File: config.mk
export PLATFORM = sky130hd
export DESIGN_NAME = decode_stage
export DESIGN_NICKNAME = d
export VERILOG_FILES = /design/src/rtl/decode_stage_pkg.sv /design/src/rtl/decode_logic.sv /design/src/rtl/decode_stage.sv
export SDC_FILE = /design/constraint.sdc
export NUM_CORES = 1
export LEC_CHECK = 0
export ABC_AREA = 0
export CAP_MARGIN = 20
export CORE_MARGIN = 3
export CORE_UTILIZATION = 40
export DETAILED_ROUTE_END_ITERATION = 16
export GPL_TIMING_DRIVEN = 0
export PLACE_DENSITY = 0.66
export SETUP_SLACK_MARGIN = 0.02
export SLEW_MARGIN = 40
export SYNTH_ARGS = -nofsm -noshare
export SYNTH_HDL_FRONTEND = slang
export SYNTH_SLANG_ARGS = --single-unit
export TNS_END_PERCENT = 100
File: constraint.sdc
create_clock -name clk -period 5.05 [get_ports clk]
set_input_delay 1.01 -clock clk [delete_from_list [all_inputs] [get_ports clk]]
set_output_delay 1.01 -clock clk [all_outputs]
set_load 0.05 [all_outputs]
File: src/rtl/decode_stage_pkg.sv
// ISA constants and the decoded control bundle shared by the decode stage and its decoder.
package decode_stage_pkg;

  localparam int ISA_INST_W = 16;

  localparam logic [1:0] TYPE_REGISTER = 2'd0;
  localparam logic [1:0] TYPE_LOAD     = 2'd1;
  localparam logic [1:0] TYPE_STORE    = 2'd2;
  localparam logic [1:0] TYPE_SCOND    = 2'd3;

  localparam logic [3:0] COND_NEVER = 4'b1111;

  localparam logic [1:0] ALU_B_SEL_REG    = 2'd0;
  localparam logic [1:0] ALU_B_SEL_IMM    = 2'd1;
  localparam logic [1:0] ALU_B_SEL_IMM_HI = 2'd2;
  localparam logic [1:0] ALU_B_SEL_MEM    = 2'd3;

  localparam logic [3:0] ALU_ADD  = 4'd0;
  localparam logic [3:0] ALU_ADDC = 4'd1;
  localparam logic [3:0] ALU_SUB  = 4'd2;
  localparam logic [3:0] ALU_CMP  = 4'd3;
  localparam logic [3:0] ALU_AND  = 4'd4;
  localparam logic [3:0] ALU_OR   = 4'd5;
  localparam logic [3:0] ALU_XOR  = 4'd6;
  localparam logic [3:0] ALU_MOV  = 4'd7;
  localparam logic [3:0] ALU_LSH  = 4'd8;
  localparam logic [3:0] ALU_ASH  = 4'd9;

  // Major opcodes in inst[15:12]; ALU immediate forms reuse the register-form ext codes.
  localparam logic [3:0] OP_REG   = 4'b0000;
  localparam logic [3:0] OP_MEM   = 4'b0100;
  localparam logic [3:0] OP_SHIFT = 4'b1000;
  localparam logic [3:0] OP_BCOND = 4'b1100;
  localparam logic [3:0] OP_MOVLI = 4'b1101;
  localparam logic [3:0] OP_MOVUI = 4'b1111;

  localparam logic [3:0] MEM_LOAD  = 4'b0000;
  localparam logic [3:0] MEM_STOR  = 4'b0100;
  localparam logic [3:0] MEM_JCOND = 4'b1100;
  localparam logic [3:0] MEM_SCOND = 4'b1101;

  typedef struct packed {
    logic [7:0] inst_imm;
    logic [3:0] reg_a;
    logic [3:0] reg_b;
    logic [3:0] reg_dst;
    logic [3:0] cond;
    logic [1:0] inst_type;
    logic       pc_disp_abs;
    logic       alu_b_imm_extend;
    logic [1:0] alu_b_sel;
    logic [3:0] alu_opcode;
    logic       update_flags;
    logic       update_regfile;
    logic       illegal;
  } decode_bundle_t;

  function automatic decode_bundle_t nop_bundle();
    decode_bundle_t b;
    b = '0;
    b.cond = COND_NEVER;
    return b;
  endfunction

endpackage

File: src/rtl/decode_logic.sv
// Pure combinational instruction-to-control-bundle decoder.
module decode_logic
  import decode_stage_pkg::*;
(
  input  logic [ISA_INST_W-1:0] inst,
  output decode_bundle_t        bundle
);

  logic [3:0] op, f_hi, f_mid, f_lo;
  logic [3:0] alu_code, alu_op;
  logic       alu_ok, alu_arith;

  assign op    = inst[15:12];
  assign f_hi  = inst[11:8];
  assign f_mid = inst[7:4];
  assign f_lo  = inst[3:0];
  assign alu_code = (op == OP_REG) ? f_mid : op;

  always_comb begin
    alu_ok    = 1'b1;
    alu_arith = 1'b0;
    alu_op    = ALU_ADD;
    case (alu_code)
      4'b0001: alu_op = ALU_AND;
      4'b0010: alu_op = ALU_OR;
      4'b0011: alu_op = ALU_XOR;
      4'b0101: begin alu_op = ALU_ADD;  alu_arith = 1'b1; end
      4'b0111: begin alu_op = ALU_ADDC; alu_arith = 1'b1; end
      4'b1001: begin alu_op = ALU_SUB;  alu_arith = 1'b1; end
      4'b1011: begin alu_op = ALU_CMP;  alu_arith = 1'b1; end
      4'b1101: alu_op = ALU_MOV;
      default: alu_ok = 1'b0;
    endcase
  end

  always_comb begin
    bundle = nop_bundle();
    case (op)
      OP_REG: begin
        // All-zero word is WAIT: a legal NOP bundle.
        if (inst[11:0] != 12'h000) begin
          if (alu_ok) begin
            bundle.reg_dst        = f_hi;
            bundle.reg_a          = f_hi;
            bundle.reg_b          = f_lo;
            bundle.alu_b_sel      = ALU_B_SEL_REG;
            bundle.alu_opcode     = alu_op;
            bundle.update_flags   = alu_arith;
            bundle.update_regfile = (alu_op != ALU_CMP);
          end else begin
            bundle.illegal = 1'b1;
          end
        end
      end
      OP_MEM: begin
        case (f_hi)
          MEM_LOAD: begin
            bundle.inst_type      = TYPE_LOAD;
            bundle.reg_dst        = f_mid;
            bundle.reg_b          = f_lo;
            bundle.alu_b_sel      = ALU_B_SEL_MEM;
            bundle.alu_opcode     = ALU_MOV;
            bundle.update_regfile = 1'b1;
          end
          MEM_STOR: begin
            bundle.inst_type = TYPE_STORE;
            bundle.reg_a     = f_mid;
            bundle.reg_b     = f_lo;
          end
          MEM_JCOND: begin
            bundle.cond        = f_mid;
            bundle.reg_b       = f_lo;
            bundle.pc_disp_abs = 1'b1;
          end
          MEM_SCOND: begin
            bundle.inst_type      = TYPE_SCOND;
            bundle.reg_dst        = f_mid;
            bundle.cond           = f_lo;
            bundle.update_regfile = 1'b1;
          end
          default: bundle.illegal = 1'b1;
        endcase
      end
      OP_SHIFT: begin
        if (f_mid == 4'b0000 || f_mid == 4'b0001) begin
          bundle.reg_dst        = f_hi;
          bundle.reg_a          = f_hi;
          bundle.inst_imm       = {4'b0000, f_lo};
          bundle.alu_b_sel      = ALU_B_SEL_IMM;
          bundle.alu_opcode     = (f_mid[0]) ? ALU_ASH : ALU_LSH;
          bundle.update_regfile = 1'b1;
        end else begin
          bundle.illegal = 1'b1;
        end
      end
      OP_BCOND: begin
        bundle.cond             = f_hi;
        bundle.inst_imm         = inst[7:0];
        bundle.alu_b_imm_extend = 1'b1;
      end
      OP_MOVLI, OP_MOVUI: begin
        bundle.reg_dst        = f_hi;
        bundle.reg_a          = 4'd0;
        bundle.inst_imm       = inst[7:0];
        bundle.alu_b_sel      = (op == OP_MOVUI) ? ALU_B_SEL_IMM_HI : ALU_B_SEL_IMM;
        bundle.alu_opcode     = ALU_ADD;
        bundle.update_regfile = 1'b1;
      end
      default: begin
        if (alu_ok) begin
          bundle.reg_dst          = f_hi;
          bundle.reg_a            = f_hi;
          bundle.inst_imm         = inst[7:0];
          bundle.alu_b_sel        = ALU_B_SEL_IMM;
          bundle.alu_b_imm_extend = alu_arith;
          bundle.alu_opcode       = alu_op;
          bundle.update_flags     = alu_arith;
          bundle.update_regfile   = (alu_op != ALU_CMP);
        end else begin
          bundle.illegal = 1'b1;
        end
      end
    endcase
  end

endmodule

File: src/rtl/decode_stage.sv
// Decode stage: decodes each accepted instruction and queues the bundle with its PC in a
// DEPTH-entry FIFO between fetch and execute; flush empties the queue.
module decode_stage
  import decode_stage_pkg::*;
#(
  parameter int DEPTH  = 2,
  parameter int PC_W   = 16,
  parameter int INST_W = 16
) (
  input  logic              clk,
  input  logic              reset_n,
  input  logic              in_valid,
  output logic              in_ready,
  input  logic [INST_W-1:0] in_inst,
  input  logic [PC_W-1:0]   in_pc,
  input  logic              flush,
  output logic              out_valid,
  input  logic              out_ready,
  output logic [PC_W-1:0]   out_pc,
  output logic [7:0]        inst_imm,
  output logic [3:0]        reg_a,
  output logic [3:0]        reg_b,
  output logic [3:0]        reg_dst,
  output logic [3:0]        cond,
  output logic [1:0]        inst_type,
  output logic              pc_disp_abs,
  output logic              alu_b_imm_extend,
  output logic [1:0]        alu_b_sel,
  output logic [3:0]        alu_opcode,
  output logic              update_flags,
  output logic              update_regfile,
  output logic              illegal
);

  localparam int AW    = $clog2(DEPTH);
  localparam int CNT_W = AW + 1;

  if (INST_W != ISA_INST_W || DEPTH < 2 || (DEPTH & (DEPTH - 1)) != 0) begin : g_bad_params
    $error("decode_stage: INST_W must be 16 and DEPTH a power of two >= 2");
  end

  typedef struct packed {
    logic [PC_W-1:0] pc;
    decode_bundle_t  fields;
  } entry_t;

  entry_t         slot_mem [DEPTH];
  entry_t         in_entry, head_entry;
  decode_bundle_t in_bundle, view_bundle;
  logic [AW-1:0]  head_reg, tail_reg;
  logic [CNT_W-1:0] count_reg;
  logic           push, pop;

  decode_logic u_decode (
    .inst   (in_inst),
    .bundle (in_bundle)
  );

  assign in_entry  = '{pc: in_pc, fields: in_bundle};
  assign in_ready  = (count_reg != CNT_W'(DEPTH));
  assign out_valid = (count_reg != '0);
  assign push      = in_valid & in_ready & ~flush;
  assign pop       = out_valid & out_ready & ~flush;

  always_ff @(posedge clk or negedge reset_n) begin
    if (!reset_n) begin
      count_reg <= '0;
      head_reg  <= '0;
      tail_reg  <= '0;
    end else if (flush) begin
      count_reg <= '0;
      head_reg  <= '0;
      tail_reg  <= '0;
    end else begin
      if (push) tail_reg <= tail_reg + 1'b1;
      if (pop)  head_reg <= head_reg + 1'b1;
      if (push && !pop)      count_reg <= count_reg + 1'b1;
      else if (pop && !push) count_reg <= count_reg - 1'b1;
    end
  end

  // Storage carries no reset; stale slots are hidden by the out_valid mask below.
  always_ff @(posedge clk) begin
    if (push) slot_mem[tail_reg] <= in_entry;
  end

  assign head_entry = slot_mem[head_reg];

  always_comb begin
    view_bundle = nop_bundle();
    out_pc      = '0;
    if (out_valid) begin
      view_bundle = head_entry.fields;
      out_pc      = head_entry.pc;
    end
  end

  assign inst_imm         = view_bundle.inst_imm;
  assign reg_a            = view_bundle.reg_a;
  assign reg_b            = view_bundle.reg_b;
  assign reg_dst          = view_bundle.reg_dst;
  assign cond             = view_bundle.cond;
  assign inst_type        = view_bundle.inst_type;
  assign pc_disp_abs      = view_bundle.pc_disp_abs;
  assign alu_b_imm_extend = view_bundle.alu_b_imm_extend;
  assign alu_b_sel        = view_bundle.alu_b_sel;
  assign alu_opcode       = view_bundle.alu_opcode;
  assign update_flags     = view_bundle.update_flags;
  assign update_regfile   = view_bundle.update_regfile;
  assign illegal          = view_bundle.illegal;

endmodule

==> results of run 1 <==
==> worst reg2reg max path, delay by kind of cell, from the launching register on <==
family / cells / cell delay, ns
flip-flops: 1 / 0.42
buffers and inverters: 3 / 0.70
AND/OR/NAND/NOR: 3 / 0.93
==> cell usage in the layout (no fill, tap or decap), types with 4 or more instances in the layout <==
| master | count |
|---|---|
| edfxtp_1 | 106 |
| clkdlybuf4s50_1 | 89 |
| nor2_1 | 68 |
| mux2i_1 | 57 |
| nand2_1 | 19 |
| a21oi_1 | 12 |
| clkbuf_1 | 10 |
| and2_1 | 10 |
| clkbuf_16 | 9 |
| buf_6 | 8 |
| buf_4 | 7 |
| o21ai_0 | 7 |
| inv_1 | 6 |
| a22o_1 | 6 |
| buf_2 | 5 |
| nand3_1 | 4 |
| a31oi_1 | 4 |
| nor2b_1 | 4 |
| dfrtp_1 | 4 |
==> power by group <==
part / switching (mW) / internal (mW) / total [mW] / leakage [nW]
Sequential: 0.0112 / 1.05 / 1.06 / 1.02
Clock: 0.340 / 0.397 / 0.738 / 0.155
Combinational: 0.263 / 0.150 / 0.413 / 1.07
==> stage by stage <==
stage / total power, mW / setup slack [ns]
after floorplan: 1.34 / 1.33
after global placement: 1.48 / -0.420
after detailed placement: 1.49 / 1.68
after CTS: 2.23 / 1.29
after global routing: 2.29 / 1.19
final: 2.21 / 1.39
==> per-layer routing <==
layer,vias to the layer above,global-route usage,part of all wire
met5,-,0,0
li1,1649,-,-
met4,0,0.0480,0.010
met3,11,0.0261,0.044
met1,1650,0.211,0.45
met2,91,0.272,0.50
==> layout make-up <==
class                           instances  share of cell area
Inverter                                7             0.00394
Multi-Input combinational cell        247               0.261
Buffer                                 20              0.0167
Clock inverter                          7              0.0139
Timing Repair Buffer                   99               0.148
Clock buffer                            9              0.0338
Tap cell                              168              0.0315
Sequential cell                       110               0.492
==> worst max-delay path by stage <==
stage | depth (start not counted) | end | start
after floorplan | 2 | slot_mem[1][0] | in_valid
after global placement | 3 | slot_mem[1][11] | in_valid
after detailed placement | 5 | reg_a[0] | head_reg
after CTS | 5 | reg_a[0] | head_reg
after global routing | 5 | reg_a[0] | head_reg
final | 5 | reg_a[1] | head_reg
==> cells by family (layout without fill, tap and decap cells) <==
kind of cell | count (synthesis) | after routing | share of synthesized area
AO/OA/AOI/OAI | 53 | 53 | 0.0840
buffers and inverters | 27 | 142 | 0.0268
AND/OR/NAND/NOR | 134 | 134 | 0.134
XOR/XNOR | 3 | 3 | 0.00512
flip-flops | 110 | 110 | 0.639
multiplexers | 57 | 57 | 0.111
==> impl_metrics.ini, run 1 <==
[hold_path]
hold_start = count_reg[0]
hold_path.class = flop to flop
hold_end = count_reg[0]
hold_path_depth = 2

[timing]
rsz0062_at_grt = false
worst_pin_slew_ns = 0.687
setup_violations = 0
period_needed_ns = 3.66
slew_viol_final = 0
timing.hold.ws_ns = 0.637
finalHoldViolCount = 0
clock.fmax_ghz = 0.273
timing.final.crit_share = 0.725
fin_tns_setup_ns = 0
clock-skew-final_ns = 0.00395
slew_headroom = 0.536

[clock_tree]
ctsRootBufferMaster = clkbuf_16
cts-resized-gates = 0
clk_latency_ns = 0.34
clock_path_buffers = 2
post_cts_buffers = 0
cts_tree = done
clk_pin_slew_ns = 0.07
htreeDepth = 3
cts_buffers = 9
cts_hold_buf = 0
clock-sinks = 110

[synth]
synth_edf_count = 106
synthCells = 384
synth.area.top_cells = edfxtp_1 (62%), mux2i_1 (11%), nor2_1 (5.0%), dfrtp_1 (1.9%), nand2_1 (1.4%)
async_reset_ff_frac = 0.0364
avgSynthCellArea_um2 = 13.4
ys.flop_type = edfxtp_1
synth_top_area_frac = 0.620
synth_most_common_cell = edfxtp_1
synth_top_area_cell = edfxtp_1
yosysWarnings = 0
ys_ff_latch = 110
synth_top_cells_by_count = edfxtp_1 (106), nor2_1 (68), mux2i_1 (57)
yosysUniqueCellTypes = 56
ys_seq_area_frac = 0.639
synth_area_mm2 = 0.00514
syn_nets = 421

[setup_path]
crit_arrival_ns = 2.65
crit_path_top_delay_cell = clkdlybuf4s50_1
cp_num_buf_inv = 3
crit_required_ns = 4.04
crit_path_start_kind = flop
ff2ff_setup_slack_ns = 2.71
r2r_cells = 6
path_class = flop to output port
reg2reg_to = slot_mem[1][11]
worstSetupEndpointType = output port
cpPeakStageDelay_ns = 0.84
rr_startpoint = count_reg[0]
cp_max_fo = 10
path_delay_family = buffers and inverters
path_cells = clkbuf_1, buf_2, mux2i_1, nor2_1, clkdlybuf4s50_1

[drt]
drc = 0
totalWireLength_mm = 11.4
detail_route.wl_per_cell_um = 17.2
antenna_left = 0
vias = 3401
detail_route.vias_per_cell = 5.10
drtIter0Drc = 190
drt-pass1-iter-count = 4

[flow_run]
max_cap_viol_count = 0

[placement]
post-place-cells = 651
dp_hpwl_mm = 8.45
portBuffers = 89
dpl_cell_area_mm2 = 0.00635
finalWeightedCongestion = 0.846

[floorplanning]
dieHeight_um = 119
core_area_mm2 = 0.0123
rows = 40
die_area_mm2 = 0.0142
dieWidth_um = 119
pin_count = 92
start_util = 0.419

[grt]
grt_first_pass_wirelength_mm = 18.2
grt_pass1_vias = 3513
grt_max_degree = 21
grt_usage = 0.160
antenna_found_initial = 0
grt_overflow = 0

[finish]
fin_cells = 667
largest_register_ffs = 106
post-route-util = 0.544
fillers = 1045
area_growth_pct = 29.9
diodes = 0
multi_input_area_mm2 = 0.00174
stdcell_area_mm2 = 0.00667
seq_area_mm2 = 0.00328
nNetsFinal = 531
drive_gt1_frac = 0.118

[power]
powerDensity_mw_per_mm2 = 331
ir_drop_v = 0.000225
power_leakage_nw = 2.25

[status]
status = finished, final reports clean
(Power assumes the default switching activity.)
==> run 2: changes to the inputs <==
==> constraint.sdc (replaced) <==
create_clock -name clk -period 3 [get_ports clk]
set_input_delay 0.6 -clock clk [delete_from_list [all_inputs] [get_ports clk]]
set_output_delay 0.6 -clock clk [all_outputs]
set_load 0.05 [all_outputs]
==> impl_metrics.ini, run 2 (same netlist as run 1, synthesis figures left out) <==
[flow_run]
max_cap_viol_count = 0

[setup_path]
path_delay_family = buffers and inverters
path_cells = buf_2, mux2i_1, nor2_1, dlygate4sd2_1
crit_required_ns = 2.40
path_class = flop to output port
cpPeakStageDelay_ns = 0.57
crit_path_start_kind = flop
worstSetupEndpointType = output port
crit_path_top_delay_cell = dfrtp_1
cp_num_buf_inv = 2
crit_arrival_ns = 2.18
cp_max_fo = 10

[clock_tree]
cts_buffers = 9
htreeDepth = 3
clock-sinks = 110
clk_pin_slew_ns = 0.07
cts_tree = done
ctsRootBufferMaster = clkbuf_16
post_cts_buffers = 0
clk_latency_ns = 0.35
clock_path_buffers = 2

[floorplanning]
rows = 40
core_area_mm2 = 0.0123
start_util = 0.419
die_area_mm2 = 0.0142
pin_count = 92
dieWidth_um = 119
dieHeight_um = 119

[power]
powerDensity_mw_per_mm2 = 533
total_power_mw = 3.56
ir_drop_v = 0.000267
power_leakage_nw = 2.68

[status]
status = finished, final reports clean

[grt]
grt_util_met1 = 0.210
grt_max_degree = 19
grt_first_pass_wirelength_mm = 18.1
grt_most_used_layer = met2
antenna_found_initial = 0
met2_usage = 0.273
grt_overflow = 0
grt_pass1_vias = 3426
grt_util_met3 = 0.0413
grt_usage = 0.163

[finish]
multi_input_area_mm2 = 0.00174
seq_area_mm2 = 0.00328
area_growth_pct = 29.9
mostFrequentLayoutCell = edfxtp_1
fillers = 1048
nNetsFinal = 530
diodes = 0
drive_gt1_frac = 0.129
layout_common_cells = edfxtp_1 (106), nor2_1 (67), mux2i_1 (57), clkdlybuf4s50_1 (39), dlygate4sd2_1 (26)
stdcell_area_mm2 = 0.00668
largest_register_ffs = 106
post-route-util = 0.544

[hold_path]
hold_path.class = primary input to async pin

[timing]
worst_pin_slew_ns = 0.564
rsz0062_at_grt = false
setup_violations = 0
period_needed_ns = 2.78
clock.fmax_ghz = 0.360
slew_viol_final = 0
timing.final.crit_share = 0.926
slew_headroom = 0.618
clock-skew-final_ns = 0.00583
finalHoldViolCount = 0

[drt]
detail_route.wl_per_cell_um = 17.2
vias = 3418
antenna_left = 0
detail_route.vias_per_cell = 5.13
totalWireLength_mm = 11.5
drtIter0Drc = 205
drc = 0
drt-pass1-iter-count = 4

[placement]
portBuffers = 89
dp_hpwl_mm = 8.52
finalWeightedCongestion = 0.888
dpl_cell_area_mm2 = 0.00637
-- run 2: what timing repair did --
action                                  4_1_cts  5_1_grt
endpoints found under the setup margin       53       27
hold buffers                                  0        0
gates resized for setup                      30       28
-- run 2: path summary, 6_finish.rpt --
check,from,endpoint,slack (ns),depth (start not counted)
min in group clk,count_reg[0],count_reg[0],0.65,2
max,head_reg,pc_disp_abs,0.22,4
min,reset_n,count_reg[1],0.45,1
min reg2reg,count_reg[0],count_reg[0],0.65,2
max in group asynchronous,reset_n,tail_reg,2.38,1
max reg2reg,count_reg[0],slot_mem[1][28],0.96,5
-- run 2: metal layers --
layer  share of wire  vias to the layer above
met3           0.050                       12
met1            0.43                     1670
met4           0.012                        0
li1                -                     1644
met2            0.50                       92
met5               0                        -
-- run 2: power by group --
group | internal, mW | switching (mW)
Clock | 0.569 | 0.532
Sequential | 1.76 | 0.0218
Combinational | 0.236 | 0.439
Total | 2.57 | 0.993
-- run 2: stage by stage --
step / hold WS (ns) / std cells / setup TNS (ns) / setup slack (ns)
after global placement: 0.577 / 641 / -86.50 / -0.914
after global routing: 0.457 / 666 / 0 / 0.129
after floorplan: 0.304 / 384 / -0.691 / -0.0130
final: 0.453 / 666 / 0 / 0.222
after detailed placement: 0.628 / 651 / 0 / 0.122
after CTS: 0.452 / 666 / 0 / 0.00505
-- run 2: final cells by class --
class                   instances  share of cell area
plain buffers                  19              0.0171
clock buffers                  10              0.0343
clock inverters                 6             0.00656
inverters                       7             0.00394
multi-input cells             247               0.261
flip-flops and latches        110               0.492
well taps                     168              0.0315
repair buffers                 99               0.154
==> run 3: changes to the inputs <==
--- a/config.mk
+++ b/config.mk
@@ -6,11 +6,12 @@
 export NUM_CORES = 1
 export LEC_CHECK = 0
 export ABC_AREA = 0
-export CAP_MARGIN = 20
+export CAP_MARGIN = 25
 export CORE_MARGIN = 3
 export CORE_UTILIZATION = 40
 export DETAILED_ROUTE_END_ITERATION = 16
 export GPL_TIMING_DRIVEN = 0
+export HOLD_SLACK_MARGIN = 0.06
 export PLACE_DENSITY = 0.66
 export SETUP_SLACK_MARGIN = 0.02
 export SLEW_MARGIN = 40
==> results of run 3 <==
No change in the layout: final DEF, timing and power equal those of run 2.
